<file path="config.mk">
export PLATFORM = sky130hd
export DESIGN_NAME = lbus_check_seg
export DESIGN_NICKNAME = d
export VERILOG_FILES = /design/src/rtl/lbus_protocol_checker_pkg.sv /design/src/rtl/lbus_check_seg.sv
export SDC_FILE = /design/constraint.sdc
export NUM_CORES = 1
export LEC_CHECK = 0
export BUFFER_PORTS_ARGS = -buffer_cell sky130_fd_sc_hd__buf_2
export CAP_MARGIN = 30
export CORE_UTILIZATION = 61
export DETAILED_ROUTE_END_ITERATION = 16
export GPL_TIMING_DRIVEN = 0
export PLACE_DENSITY = 0.95
export SYNTH_ARGS = -nofsm -noshare
export SYNTH_HDL_FRONTEND = slang
export SYNTH_SLANG_ARGS = --single-unit
</file>
<file path="constraint.sdc">
create_clock -name vclk -period 11.7
set_input_delay 0.585 -clock vclk [all_inputs]
set_output_delay 0.585 -clock vclk [all_outputs]
set_load 0.1 [all_outputs]
</file>
<file path="src/rtl/lbus_protocol_checker_pkg.sv">
// Shared types and the per-segment framing step for the LBUS protocol checker.
// The top module and the per-segment stage both import this package.
package lbus_protocol_checker_pkg;

    localparam int ERR_W = 7;
    localparam int LEN_W = 32;

    localparam int SOP_IN_PKT  = 0;
    localparam int EOP_NO_PKT  = 1;
    localparam int DATA_NO_PKT = 2;
    localparam int SEG_GAP     = 3;
    localparam int MTY_NOT_EOP = 4;
    localparam int LEN_SHORT   = 5;
    localparam int LEN_LONG    = 6;

    typedef enum logic {
        IDLE   = 1'b0,
        IN_PKT = 1'b1
    } state_e;

    // pkt_err remembers segment-level errors of the open packet so its EOP is not counted clean
    typedef struct packed {
        state_e             state;
        logic [LEN_W-1:0]   len;
        logic               pkt_err;
    } frame_t;

    typedef struct packed {
        frame_t             nxt;
        logic [ERR_W-1:0]   err;
        logic               clean;
    } step_t;

    function automatic step_t seg_step(
        input frame_t           cur,
        input logic             ena,
        input logic             sop,
        input logic             eop,
        input logic             gap,
        input logic [LEN_W-1:0] mty,
        input logic [LEN_W-1:0] seg_bytes,
        input logic [LEN_W-1:0] mtu_min,
        input logic [LEN_W-1:0] mtu_max
    );
        step_t            r;
        logic [LEN_W-1:0] base;
        logic [LEN_W-1:0] raw;
        logic             in_pkt;
        r      = '0;
        r.nxt  = cur;
        base   = '0;
        raw    = '0;
        in_pkt = 1'b0;
        if (ena) begin
            r.err[SEG_GAP]     = gap;
            r.err[MTY_NOT_EOP] = (mty != '0) && !eop;
            if (cur.state == IN_PKT) begin
                in_pkt = 1'b1;
                if (sop) begin
                    r.err[SOP_IN_PKT] = 1'b1;
                    base              = '0;
                    r.nxt.pkt_err     = 1'b0;
                end else begin
                    base = cur.len;
                end
            end else if (sop) begin
                in_pkt        = 1'b1;
                base          = '0;
                r.nxt.pkt_err = 1'b0;
            end else if (eop) begin
                r.err[EOP_NO_PKT] = 1'b1;
            end else begin
                r.err[DATA_NO_PKT] = 1'b1;
            end

            if (in_pkt) begin
                // a base already past MTU_MAX is saturated and must stay long after MTY is removed
                raw = base + seg_bytes - (eop ? mty : '0);
                if ((base > mtu_max) || (raw > mtu_max)) begin
                    r.nxt.len = mtu_max + LEN_W'(1);
                end else begin
                    r.nxt.len = raw;
                end
                if (eop) begin
                    r.err[LEN_SHORT] = (r.nxt.len < mtu_min);
                    r.err[LEN_LONG]  = (r.nxt.len > mtu_max);
                    r.clean          = !(r.nxt.pkt_err | gap | r.err[MTY_NOT_EOP] |
                                         r.err[LEN_SHORT] | r.err[LEN_LONG]);
                    r.nxt.state      = IDLE;
                    r.nxt.pkt_err    = 1'b0;
                end else begin
                    r.nxt.state   = IN_PKT;
                    r.nxt.pkt_err = r.nxt.pkt_err | gap | r.err[MTY_NOT_EOP];
                end
            end else begin
                r.nxt.len = cur.len;
            end
        end else begin
            r.nxt = cur;
        end
        return r;
    endfunction

endpackage

</file>
<file path="src/rtl/lbus_check_seg.sv">
// Combinational evaluation of one LBUS segment against the framing state
// handed over by the previous segment of the same beat.
module lbus_check_seg
    import lbus_protocol_checker_pkg::*;
#(
    parameter int SEG_BYTES = 16,
    parameter int MTU_MIN   = 60,
    parameter int MTU_MAX   = 16383,
    localparam int MTY_W    = $clog2(SEG_BYTES)
) (
    input  frame_t             cur,
    input  logic               ena,
    input  logic               sop,
    input  logic               eop,
    input  logic               gap,
    input  logic [MTY_W-1:0]   mty,
    output frame_t             nxt,
    output logic [ERR_W-1:0]   err,
    output logic               clean
);

    step_t step_s;

    // single segment step
    always_comb begin
        step_s = seg_step(cur, ena, sop, eop, gap, LEN_W'(mty),
                          LEN_W'(SEG_BYTES), LEN_W'(MTU_MIN), LEN_W'(MTU_MAX));
    end

    assign nxt   = step_s.nxt;
    assign err   = step_s.err;
    assign clean = step_s.clean;

endmodule

</file>
# Yosys cells after proc, flatten, opt, wreduce, memory -nomap -nowiden
# Cells that the tools add are included.
dict set report classes {
  n_addsub 2
  muxes 26
  n_reduce_logical 5
  bitwise_logic 4
  magnitude_cmp 4
}
# cell n
set ops {}
lappend ops {{2-to-1 mux 32 bit} 7}
lappend ops {{greater-than comparator 32 x 14 -> 1 bit (second input constant)} 3}
lappend ops {{2-to-1 mux 34 bit} 1}
lappend ops {{adder 32 x 5 -> 32 bit (second input constant)} 1}
lappend ops {{< comparator 32 x 6 -> 1 bit (second input constant)} 1}
lappend ops {{subtractor 32 x 4 -> 32 bit} 1}
lappend ops {{2-to-1 mux 1 bit} 12}
lappend ops {{2-to-1 mux 8 bit} 1}
lappend ops {{2-to-1 mux 2 bit} 3}
lappend ops {{2-to-1 mux 4 bit} 1}
lappend ops {{bitwise OR 1 bit} 4}
lappend ops {{nonzero test 4 bit} 1}
lappend ops {{2-to-1 mux 3 bit} 1}
lappend ops {{zero test 1 bit} 2}
lappend ops {{logical AND 1 bit} 1}
lappend ops {{logical OR 1 bit} 1}
dict set report word_totals {
  inputBits 42
  wordCells 41
  ff_bits 0
}

# Depth between registers and ports, before layout
# Gate-level depths: netlist (run 1).
dict set report logic_depth {
  word_depth 17
  mapped_depth 19
  depth_no_buf 15
}

# Worst setup path after synthesis (run 1)
# Ideal clock, no wire load.
dict set report synth_path {
  kind {input-to-output}
  start {input port cur[33] (netlist name)}
  end {output port clean}
  arrival_ns 6.967
  t_required_ns 11.115
  cell_stages 16
  setup_slack_ns 4.148
  path_cell_list {buf_4 -> nor2b_1 -> buf_2 -> clkbuf_1 -> and2_1 -> ha_1 -> fa_1 -> nand4_1 -> o2111ai_1 -> and3_1 -> or3_1 -> a311oi_1 -> xor2_1 -> nor4_2 -> nand4_2 -> nor4b_1}
}
dict set report synth_between {
  elab_chain_cells 16
  elab_cells_between_ends 20
  cone_classes {add/sub: 2; order compare: 4; mux: 10; bitwise: 2; reduce/logical: 2}
}
# element line
set synth_rtl {}
lappend synth_rtl {{start: declaration} lbus_check_seg.sv:11} ;# input frame_t cur,
lappend synth_rtl {{2-to-1 mux 32 bit} lbus_protocol_checker_pkg.sv:57} ;# if (cur.state == IN_PKT) begin
lappend synth_rtl {{2-to-1 mux 32 bit} lbus_protocol_checker_pkg.sv:54} ;# if (ena) begin
lappend synth_rtl {{adder 32 x 5 -> 32 bit} lbus_protocol_checker_pkg.sv:78} ;# raw = base + seg_bytes - (eop ? mty : '0);
lappend synth_rtl {{subtractor 32 x 4 -> 32 bit} lbus_protocol_checker_pkg.sv:78}
lappend synth_rtl {{greater-than comparator 32 x 14 -> 1 bit} lbus_protocol_checker_pkg.sv:79} ;# if ((base > mtu_max) || (raw > mtu_max)) begin
lappend synth_rtl {{logical OR 1 bit} lbus_protocol_checker_pkg.sv:79}
lappend synth_rtl {{2-to-1 mux 32 bit} lbus_protocol_checker_pkg.sv:79}
lappend synth_rtl {{2-to-1 mux 32 bit} lbus_protocol_checker_pkg.sv:76} ;# if (in_pkt) begin
lappend synth_rtl {{2-to-1 mux 32 bit} lbus_protocol_checker_pkg.sv:54}
lappend synth_rtl {{< comparator 32 x 6 -> 1 bit} lbus_protocol_checker_pkg.sv:85} ;# r.err[LEN_SHORT] = (r.nxt.len < mtu_min);
lappend synth_rtl {{bitwise OR 1 bit} lbus_protocol_checker_pkg.sv:87} ;# r.clean = !(r.nxt.pkt_err | gap | r.err[MTY_NOT_EOP] |
lappend synth_rtl {{bitwise OR 1 bit} lbus_protocol_checker_pkg.sv:88} ;# r.err[LEN_SHORT] | r.err[LEN_LONG]);
lappend synth_rtl {{zero test 1 bit} lbus_protocol_checker_pkg.sv:87}
lappend synth_rtl {{2-to-1 mux 1 bit} lbus_protocol_checker_pkg.sv:84} ;# if (eop) begin
lappend synth_rtl {{2-to-1 mux 1 bit *} lbus_protocol_checker_pkg.sv:76}
lappend synth_rtl {{2-to-1 mux 8 bit *} lbus_protocol_checker_pkg.sv:54}
lappend synth_rtl {{end: declaration} lbus_check_seg.sv:19} ;# output logic clean
# Every way passes the cells marked *; elsewhere a longest branch is shown, timed or not. The select of a mux whose other input is x is not followed.

# Final worst setup path (run 1)
dict set report layout_path {
  start {input port cur[33] (netlist name)}
  end {output port err[5]}
}
dict set report layout_between {
  elab_chain_cells 13
  elab_cells_between_ends 16
  cone_classes {add/sub: 2; order compare: 3; mux: 10; reduce/logical: 1}
}
# element line
set layout_rtl {}
lappend layout_rtl {{2-to-1 mux 32 bit} lbus_protocol_checker_pkg.sv:57}
lappend layout_rtl {{2-to-1 mux 32 bit} lbus_protocol_checker_pkg.sv:54}
lappend layout_rtl {{adder 32 x 5 -> 32 bit} lbus_protocol_checker_pkg.sv:78}
lappend layout_rtl {{subtractor 32 x 4 -> 32 bit} lbus_protocol_checker_pkg.sv:78}
lappend layout_rtl {{greater-than comparator 32 x 14 -> 1 bit} lbus_protocol_checker_pkg.sv:79}
lappend layout_rtl {{logical OR 1 bit} lbus_protocol_checker_pkg.sv:79}
lappend layout_rtl {{2-to-1 mux 32 bit} lbus_protocol_checker_pkg.sv:79}
lappend layout_rtl {{2-to-1 mux 32 bit} lbus_protocol_checker_pkg.sv:76}
lappend layout_rtl {{2-to-1 mux 32 bit} lbus_protocol_checker_pkg.sv:54}
lappend layout_rtl {{< comparator 32 x 6 -> 1 bit} lbus_protocol_checker_pkg.sv:85}
lappend layout_rtl {{2-to-1 mux 2 bit} lbus_protocol_checker_pkg.sv:84}
lappend layout_rtl {{2-to-1 mux 3 bit *} lbus_protocol_checker_pkg.sv:76}
lappend layout_rtl {{2-to-1 mux 8 bit *} lbus_protocol_checker_pkg.sv:54}
lappend layout_rtl {{end: declaration} lbus_check_seg.sv:18} ;# output logic [ERR_W-1:0] err,
# Marked as above.

==> impl_metrics.toml, run 1 <==
[run_status]
status = "finished, final reports clean"

[pwr]
leakagePower_nw = 1.91
peakVddDrop_mv = 0.0390
cellPowerDensity_nw_per_um2 = 69.7
seqPwrFrac_pct = 0
internal_power_mw = 0.0784
pwr-share-clk_pct = 0
power.share.switching_pct = 69.0
p_switching_mw = 0.175
pwr-share-comb_pct = 100.0

[drt]
wl_per_cell_microns = 16.3
wirelength_mm = 10.4
ant_nets = 0
drtIter0Drc = 382
viasPerCell = 6.31
vias = 4004
firstDrtPassIters = 7
drc_errors = 0

[job]
drv_cap = 0

[cells_and_area]
seq_area_sq_um = 0
seq_cell_count = 0
fin_nets = 663
nClkBuffers = 0
drive_gt1_share_pct = 17.8
area_growth_pct = 15.4
nFillCells = 396
n_antenna_cell = 0
finalInstanceArea_sq_um = 3630

[critical_path]
worstSetupPathType = "input port to primary output"
crit_required_ns = 11.12
cp_max_fo = 10
arrival_ns = 5.43
start_kind = "input port"
worst_setup_path_end_kind = "primary output"

[synth]
synth_top_cell_by_area = "ha_1"
syn-num-nets = 581
synth_area_leaders = "ha_1 20%, nand2_1 9.1%, and2_1 5.6%"
syn-instance-count = 488
yosys.cell_types.count = 70
synth_warnings = 0
synth-seq-area-share_pct = 0
netlist_area_sq_um = 3150
syn_avg_cell_area_sq_um = 6.45
synth_top_cell_area_share_pct = 19.9
synth.most_common_cell = "nand2_1"
synthTopCellsByCount = "76 x nand2_1, 50 x ha_1, 37 x inv_1"

[grt]
overflow = 0
track_usage_pct = 37.7
antenna_found_initial = 0
grt_pass1_wl_mm = 16.0
grt_pass1_vias = 3399
grt_max_degree = 11

[die]
rows = 25
initial_utilization_pct = 65.0
die_h_microns = 73.9
chipWidth_microns = 73.9
die_area_sq_um = 5450
core_area_sq_um = 4850
io_pins = 84

[sta]
slew_headroom_pct = 56.5
timing.fmax_mhz = 166
period_minus_slack_ns = 6.01
tightest_slew_ns = 0.646
hold_viol_final = 0
drv_slew = 0
setup_tns_ns = 0
min_period_over_period_pct = 51.4
rsz0062_at_grt = "false"
finalSetupViolCount = 0

[hold_path]
hold_path.class = "input port to primary output"

[clocking]
cts-resized-gates = 0
cts_hold_buf = 0
post-cts-setup-buffer-count = 0

[placed_design]
place.gp.congestion = 0.960
port_buffers = 80
dp_hpwl_mm = 8.68
dpl_cell_area_sq_um = 3630
stage by stage:
stage                     utilization [%]  hold slack [ns]  cells  setup slack (ns)  power [mW]
after global routing                 74.9             1.66    635              5.23       0.270
final                                74.9             1.65    635              5.69       0.253
after global placement               74.9             1.65    635              5.89       0.243
after detailed placement             74.9             1.65    635              5.83       0.247
after floorplan                         -             1.60    488              4.15       0.197
after CTS                            74.9             1.65    635              5.82       0.248
layout by cell type, fill, tap and decap left out, types with 9 or more instances in the layout:
cell	netlist	layout
and2_1	28	28
nand2_1	76	76
xnor2_1	10	10
nand4_1	10	10
buf_2	2	82
nand3_1	9	9
nor3_1	9	9
o21ai_0	19	19
nor2_1	32	32
nor2b_1	9	9
nand2b_1	10	10
o21ai_1	13	13
ha_1	50	50
inv_1	37	37
a21oi_1	34	34
clkbuf_1	18	18
power groups by stage:
stage	Combinational [mW]	Clock [mW]	Sequential [mW]
2_1_floorplan	0.197	0	0
3_3_place_gp	0.243	0	0
3_5_place_dp	0.247	0	0
4_1_cts	0.248	0	0
5_1_grt	0.270	0	0
6_report	0.253	0	0
worst paths after layout:
| path | from | to | slack [ns] | depth (start not counted) |
|---|---|---|---|---|
| max | cur[33] | err[5] | 5.69 | 18 |
| min | cur[8] | nxt[8] | 1.65 | 4 |
cell families after synthesis:
kind of cell | share of synthesized area, %
simple gates | 37.0
xor+xnor | 4.73
compound gates | 29.0
fa+ha+maj | 20.5
mux | 1.35
buf+inv | 7.47
layer usage:
layer,GRT usage [%],routed length [microns],vias up,part of all wire [%]
met2,61.7,4570,240,44
met3,3.29,959,28,9.3
li1,-,-,1905,-
met5,0,0,-,0
met1,53.4,4670,1831,45
met4,7.48,167,0,1.6
worst max-delay path, stage by stage:
cell and delay (ns):
buf_4 0.15, nor2b_1 0.13, buf_2 0.18, clkbuf_1 0.43, and2_1 0.21, ha_1 0.26, fa_1 0.50, nand4_1 0.11
o2111ai_1 0.22, and3_1 0.22, or3_1 0.39, a311oi_1 0.34, xor2_1 0.12, nor4_2 0.27, nand4_2 0.33, buf_6 0.26
nor3_1 0.24, buf_2 0.48
layout make-up:
cell class | instances | area (sq um) | area share [%]
Buffer | 22 | 96.3 | 2.65
Inverter | 37 | 139 | 3.82
Multi-Input combinational cell | 429 | 2910 | 80.2
Tap cell | 67 | 83.8 | 2.31
Timing Repair Buffer | 80 | 400 | 11.0
(Power assumes the default switching activity.)
==> inputs of run 2 (changes only) <==
Settings changed: CORE_UTILIZATION 61 to 57, PLACE_DENSITY 0.95 to 0.94.
Clock period 11.7 ns to 5.97 ns, I/O delays scaled along.
==> impl_metrics.toml, run 2 (synthesis gave the netlist of run 1 again) <==
[sta]
hold_viol_final = 0
drv_slew = 0
final.setup.worst_slack_ns = 0.540
timing.fmax_mhz = 184
rsz0062_at_grt = "false"
slew_headroom_pct = 60.1
tightest_slew_ns = 0.593
min_period_over_period_pct = 91.0
setup_tns_ns = 0
finalSetupViolCount = 0
period_minus_slack_ns = 5.43

[critical_path]
cp_common_cell = "buf_2"
crit_family = "simple AND/OR/NAND/NOR gates"
crit_chain = "buf_4 > nor2b_1 > buf_2 > clkbuf_1 > and2_1 > ha_1 > fa_1 > nand4_1 > o2111ai_1 > and3_1 > or3_1 > a311oi_1 > xor2_1 > nor4_2 > nand4_2 > nor4b_2 > buf_2"
worstSetupPathType = "input port to primary output"
cp_max_fo = 10
worst_setup_path_end_kind = "primary output"
critPathMaxStageDelay_ns = 0.50
crit_required_ns = 5.67
start_kind = "input port"
arrival_ns = 5.13
path_buf_inv = 4
slowest_stage = "buf_2"

[drt]
wirelength_mm = 9.86
drc_errors = 0
viasPerCell = 6.19
vias = 3947
wl_per_cell_microns = 15.4
drtIter0Drc = 358
firstDrtPassIters = 7
ant_nets = 0

[cells_and_area]
final_common_cell = "buf_2"
fin_nets = 663
nClkBuffers = 0
layout_common_cells = "82 x buf_2, 76 x nand2_1, 50 x ha_1"
seq_area_sq_um = 0
area_growth_pct = 15.9
drive_gt1_share_pct = 18.1
n_antenna_cell = 0
seq_cell_count = 0
finalInstanceArea_sq_um = 3650

[die]
core_area_sq_um = 5200
io_pins = 84
initial_utilization_pct = 60.5
chipWidth_microns = 76.3
die_h_microns = 76.3
die_area_sq_um = 5830
rows = 26

[grt]
antenna_found_initial = 1
grt_pass1_vias = 3614
overflow = 0
grt_max_degree = 11
track_usage_pct = 33.4
grt_pass1_wl_mm = 16.6

[clocking]
post-cts-setup-buffer-count = 0
cts_hold_buf = 0
cts-resized-gates = 0

[job]
drv_cap = 0

[placed_design]
place.gp.congestion = 0.971
dpl_cell_area_sq_um = 3650
pre_cts_slack_ns = 0.651
port_buffers = 80
dp_hpwl_mm = 8.34

[pwr]
cellPowerDensity_nw_per_um2 = 135
totalPowerFinal_mw = 0.493
leakagePower_nw = 1.91
peakVddDrop_mv = 0.0690

[hold_path]
hold_path.class = "input port to primary output"

[run_status]
status = "finished, final reports clean"
[run 2: cell counts in the layout (fill, tap and decap cells not counted)]
Identical to the previous run, type by type.
[run 2: per-stage QoR]
step                hold WS [ns]  util [%]  std cells
floorplan                  0.898         -        488
global placement            1.07      70.1        638
detailed placement          1.07      70.1        638
CTS                         1.07      70.1        638
global route                1.10      70.1        638
finish                      1.07      70.1        638
[run 2: worst paths after layout]
path	startpoint	slack, ns	cells after the start	endpoint
setup / recovery	cur[33]	0.54	17	clean
hold / removal	cur[13]	1.07	4	nxt[13]
[run 2: area by class of cell]
class                           instances  area [sq um]
Tap cell                               70          87.6
Buffer                                 22          96.3
Inverter                               37           139
Timing Repair Buffer                   80           400
Fill cell                             448          1560
Multi-Input combinational cell        429          2930
[run 2: power by group]
group	total [mW]	switching, mW	leakage [nW]	internal, mW
Clock	0	0	0	0
Combinational	0.493	0.339	1.91	0.153
Sequential	0	0	0	0
Total	0.493	0.339	1.91	0.153
[run 2: metal layers]
metal  routed length, microns  share of wire (%)  GRT usage (%)  up-vias
li1                         -                  -              -     1913
met1                     4200                 43           44.6     1774
met3                      996                 10           3.95       23
met2                     4480                 45           56.5      235
met4                      169                1.7           8.27        2
met5                       12               0.12              0        -
